[src/rtl/mux_n_sel_reg.sv]
// mux_n_sel_reg: registered N-way selector with valid/ready handshakes; optional round-robin via MUX_N_SEL_REG_RR_EN
module mux_n_sel_reg #(
   parameter int WIDTH = 16,
   parameter int N     = 8,
   parameter int SELW  = $clog2(N)
) (
   input  logic               clk,
   input  logic               reset,
   input  logic [N*WIDTH-1:0] in_data,
   input  logic [N-1:0]       in_valid,
   output logic [N-1:0]       in_ready,
   input  logic [SELW-1:0]    sel,
   input  logic               mode,
   output logic [WIDTH-1:0]   out_data,
   output logic               out_valid,
   input  logic               out_ready,
   output logic [SELW-1:0]    out_chan
);
   logic            can_load;
   logic            found;
   logic            acc;
   logic [SELW-1:0] ch;
   logic [WIDTH-1:0] d;

   assign can_load = !out_valid || out_ready;

`ifdef MUX_N_SEL_REG_RR_EN
   logic [SELW-1:0] rr_ptr;
   logic [SELW-1:0] rr_ch;
   logic [SELW-1:0] idx;
   logic            rr_found;

   // scan from rr_ptr upward with wrap; the lowest offset with a valid input wins
   always_comb begin
      rr_ch = '0;
      rr_found = 1'b0;
      idx = '0;
      for (int k = N - 1; k >= 0; k--) begin
         idx = SELW'((int'(rr_ptr) + k) % N);
         if (in_valid[idx]) begin
            rr_ch = idx;
            rr_found = 1'b1;
         end
      end
   end

   assign ch    = mode ? rr_ch : sel;
   assign found = mode ? rr_found : 1'b1;

   // advance the pointer past the channel just accepted, only in round-robin mode
   always_ff @(posedge clk or posedge reset)
      if (reset) rr_ptr <= '0;
      else if (acc && mode) rr_ptr <= (ch == SELW'(N - 1)) ? '0 : ch + 1'b1;
`else
   logic unused_mode;
   assign unused_mode = mode;
   assign ch    = sel;
   assign found = 1'b1;
`endif

   // one-hot ready for the chosen channel; a select beyond N-1 matches nothing
   always_comb begin
      in_ready = '0;
      for (int i = 0; i < N; i++) in_ready[i] = !reset && can_load && found && (ch == SELW'(i));
   end

   assign acc = |(in_ready & in_valid);

   // pick the data word of the ready channel
   always_comb begin
      d = '0;
      for (int i = 0; i < N; i++) if (in_ready[i]) d = in_data[i*WIDTH +: WIDTH];
   end

   // single-entry output register: load on accept, clear valid on drain, hold otherwise
   always_ff @(posedge clk or posedge reset)
      if (reset) begin
         out_data  <= '0;
         out_chan  <= '0;
         out_valid <= 1'b0;
      end else if (acc) begin
         out_data  <= d;
         out_chan  <= ch;
         out_valid <= 1'b1;
      end else if (out_ready) out_valid <= 1'b0;
endmodule

[config.mk]
export PLATFORM = sky130hd
export DESIGN_NAME = mux_n_sel_reg
export DESIGN_NICKNAME = d
export VERILOG_FILES = /design/src/rtl/mux_n_sel_reg.sv
export SDC_FILE = /design/constraint.sdc
export NUM_CORES = 1
export LEC_CHECK = 0
export ABC_CLOCK_PERIOD_IN_PS = 2150
export CAP_MARGIN = 0
export CORE_MARGIN = 5
export CORE_UTILIZATION = 32
export DETAILED_ROUTE_END_ITERATION = 8
export PLACE_DENSITY = 0.82
export SLEW_MARGIN = 25
export SYNTH_ARGS = -nofsm -noshare
export SYNTH_HDL_FRONTEND = slang
export SYNTH_SLANG_ARGS = --single-unit
[constraint.sdc]
create_clock -name clk -period 2.15 [get_ports clk]
set_input_delay 0.215 -clock clk [delete_from_list [all_inputs] [get_ports clk]]
set_output_delay 0.215 -clock clk [all_outputs]
set_load 0.005 [all_outputs]
---- After elaboration in Yosys (flattened, before gate mapping) ----
Cells that the tools add are included.
W data, S select, Z words.
storage, ports and cells
  register bits ........................... 20
  input bits .............................. 143
  output and inout bits ................... 28
operators by class
  eq/ne operators ......................... 7
  multiplexer cells ....................... 10
  bitwise operators ....................... 1
  reduce and logical (&&, ||, !) cells .... 15
operators with widths
  operator              count
  $mux W16              8
  $eq A3 B3 Y1 const B  4
  $logic_and A1 B1 Y1   9
  $and A8 B8 Y8         1
  $reduce_or A8 Y1      1
  $eq A3 B2 Y1 const B  2
  $eq A3 B1 Y1 const B  1
  $logic_not A3 Y1      1
  $logic_not A1 Y1      2
  $mux W1               2
  $reduce_bool A2 Y1    1
  $logic_or A1 B1 Y1    1

---- Logic depth before layout (Yosys ltp) ----
  depth after elaboration ................. 12
  mapped depth ............................ 9
  depth with buffers taken out ............ 6

---- Worst setup path after synthesis ----
Ideal clock, no wire load.
  path type ............................... reg2reg
  start point ............................. register out_valid
  end point ............................... register out_chan[0]
  arrival time ............................ 1.657 ns
  path slack .............................. 0.368 ns
  stages on the path, launching flop included .. 8
  buffers on the path ..................... 1
  cell sequence ........................... dfrtp_1 nand2b_1 nand3_4 inv_4 a221oi_4 nand2_4 buf_6 mux2_4
between the ends
  cells in the longest elaborated chain, start to end .. 6
RTL lines
  what                              RTL line  RTL
  start: declaration                15        output logic out_valid,
  start signal: assignment          80        out_valid <= 1'b0;
  start signal: assignment          84        out_valid <= 1'b1;
  start signal: assignment          85        end else if (out_ready) out_valid <= 1'b0;
  $logic_not A1 Y1                  25        assign can_load = !out_valid || out_ready;
  $logic_or A1 B1 Y1                25
  $logic_and A1 B1 Y1 (2 in a row)  64        for (int i = 0; i < N; i++) in_ready[i] = !reset && can_load && found && (ch == SELW'(i));
  net in_ready[7]                   11        output logic [N-1:0] in_ready,
  $and A8 B8 Y8                     67        assign acc = |(in_ready & in_valid);
  $reduce_or A8 Y1                  67
  end signal: assignment            83        out_chan <= ch;
  end: declaration                  17        output logic [SELW-1:0] out_chan
The timed path passes the listed nets, and every way through them passes these cells.
A chain may end at the register's enable or synchronous reset.

---- Worst setup path in the final report ----
  start point ............................. input port out_ready
  end point ............................... output port in_ready[1]
between the ends
  cells in the longest elaborated chain, start to end .. 3
RTL lines
  what                              RTL line  RTL
  start: declaration                16        input logic out_ready,
  $logic_or A1 B1 Y1                25
  $logic_and A1 B1 Y1 (2 in a row)  64
  end: declaration                  11
No other way between the ends.

==> results_dict.tcl <==
set metrics [dict create \
    hold_viol 0 \
    maxSlewHeadroom 0.767 \
    pre_cts_slack_ps -177 \
    htreeDepth 1 \
    post_cts_buffers 0 \
    grt_first_pass_wirelength_mm 13.2 \
    slew_violations 0 \
    fmax_mhz 489 \
    wl_mm 8.89 \
    clock_tree.root_cell "clkbuf_8" \
    r2r_cells 5 \
    gp_congestion 0.924 \
    skew_ps 1.49 \
    worstSetupEndpointType "primary output" \
    track_usage 0.225 \
    comb_power_share 0.500 \
    io_pins 171 \
    synth_top_area_frac 0.260 \
    ys_types 40 \
    p_int_w 0.00136 \
    fp.dieW_um 87.6 \
    start_util 0.327 \
    mostFrequentLayoutCell "clkdlybuf4s50_1" \
    drive_above_1_share 0.172 \
    grt_pass1_vias 2682 \
    fin_crit_sh 0.951 \
    syn_avg_cell_area_um2 9.49 \
    r2r_start "out_valid" \
    cts_tree "built" \
    p_seq_frac 0.294 \
    synth-seq-cells 20 \
    ir_drop_v 0.000262 \
    clk_latency_ps 250 \
    status "finished, final reports clean" \
    cts_hold_buf 0 \
    portBuffers 169 \
    finalCriticalPeriod_ps 2040 \
    crit_end "in_ready[1]" \
    worst_slew_pin_slew_ps 346 \
    drv_cap 0 \
    clk_pin_slew_ps 80 \
    cp_data_required_time_ps 1930 \
    cellLeakagePower_nw 1.63 \
    die_h_um 87.6 \
    rsz0062_at_grt "no" \
    cts.sinks 20 \
    cp-start-kind "primary input" \
    clkPwrFrac 0.205 \
    first_pass_iters 4 \
    powerDensity_nw_per_um2 464 \
    hp-class "primary input to async pin" \
    synth_area_leaders "dfrtp_1 (26%), mux2i_1 (8.8%), mux2_4 (7.8%), a221oi_1 (7.3%), o2bb2ai_1 (6.8%)" \
    crit_path_start "out_ready" \
    path_class "primary input to primary output" \
    grt_max_degree 19 \
    dr_total_vias 2506 \
    postRouteAntennaNets 0 \
    switchingPower_w 0.000479 \
    core-area_um2 5890 \
    ys.warnings.count 0 \
    cts_buffers 3 \
    cts_resized 5 \
    ys_seq_area_frac 0.260 \
    synth_top_area_cell "dfrtp_1" \
    path_max_fanout 6 \
    overflow 0 \
    finalWorstSetupSlack_ps 105 \
    remaining_drc_errors 0 \
    final_nets 534 \
    hpwlAfterDp_mm 7.32 \
    crit_arrival_ps 1830 \
    syn_area_um2 1930 \
    drt-initial-drc-count 65 \
    cts_buffer_depth 2 \
    rows 28 \
    reg2reg_slack_ps 280 \
    routed_via_density 5.39 \
    wl_per_cell_um 19.1 \
    synth_fp_nets 346 \
    power.share.switching 0.260 \
    antenna_found_initial 0 \
    p_total_w 0.00184 \
    die-area_um2 7670 \
    r2r-end "out_data[4]" \
    layout_common_cells "clkdlybuf4s50_1 (164), buf_4 (30), dfrtp_1 (20)" \
    synth_cells 203 \
    diodes 0 \
    setup_viol 0 \
    syn2layout_area_growth_pct 105 \
]
cell usage after synthesis, drive strengths merged:
cell type,n
a221oi,17
mux2i,17
o21ai,1
mux4,1
and3,1
inv,5
o22ai,15
a211oi,15
nor3b,2
a22oi,1
and2b,2
and2,3
nand2,20
a21oi,1
mux2,18
nor4,2
clkbuf,7
and3b,2
buf,11
nand2b,2
nand3,4
nor2b,2
nor3,2
o2bb2ai,15
nor2,17
dfrtp,20
critical path: stages:
cell             delay, ps
clkdlybuf4s50_1        470
and2b_4                220
nor3_4                 230
and2_1                 170
clkdlybuf4s50_1        520
how the worst min path moves through the flow:
| stage | endpoint | slack, ps | cells past startpoint |
|---|---|---|---|
| after floorplan | out_chan[0] | 180 | 1 |
| after global placement | out_data[8] | 470 | 1 |
| after detailed placement | out_chan[2] | 480 | 2 |
| after CTS | out_data[8] | 240 | 3 |
| after global routing | out_data[8] | 260 | 3 |
| final | out_data[8] | 250 | 3 |
registers in the layout, summed over array words and instances, names as in the netlist:
signal,count
out_valid,1
out_chan,3
out_data,16
cell type report:
| cell class | instances | area, um2 |
|---|---|---|
| Multi-Input combinational cell | 160 | 1320 |
| Clock buffer | 3 | 41.3 |
| Sequential cell | 20 | 500 |
| Fill cell | 489 | 1930 |
| Clock inverter | 1 | 30.0 |
| Tap cell | 75 | 93.8 |
| Inverter | 5 | 21.3 |
| Timing Repair Buffer | 201 | 1950 |
per-stage QoR:
step                std cells  utilization  instance area, um2  setup TNS, ps  hold slack, ps
floorplan                 203            -                1930              0             179
global placement          461        0.658                3870          -2120             467
detailed placement        461        0.658                3870          -3270             476
CTS                       465        0.671                3950              0             241
global route              465        0.672                3960              0             264
finish                    465        0.672                3960              0             246
kinds of logic (layout without fill, tap and decap cells):
kind of cell	count (synthesis)	after routing	share of synthesized area
simple gates	59	59	0.179
compound gates	65	65	0.271
mux	36	36	0.225
flops	20	20	0.260
buf+inv	23	210	0.0656
per-layer routing:
metal | up-vias | GRT usage | wire [um]
met5 | - | 0 | 0
met4 | 0 | 0.0893 | 240
met3 | 19 | 0.0781 | 1180
met2 | 153 | 0.408 | 4350
met1 | 1161 | 0.236 | 3120
li1 | 1173 | - | -
power groups by stage:
stage          Clock, W  Sequential (W)  Combinational, W
6_report       0.000377        0.000541          0.000920
5_1_grt        0.000403        0.000555          0.000979
4_1_cts        0.000387        0.000540          0.000927
3_5_place_dp          0        0.000543          0.000923
3_3_place_gp          0        0.000542          0.000906
2_1_floorplan         0        0.000549          0.000319
Power figures use the tool's default switching activity.
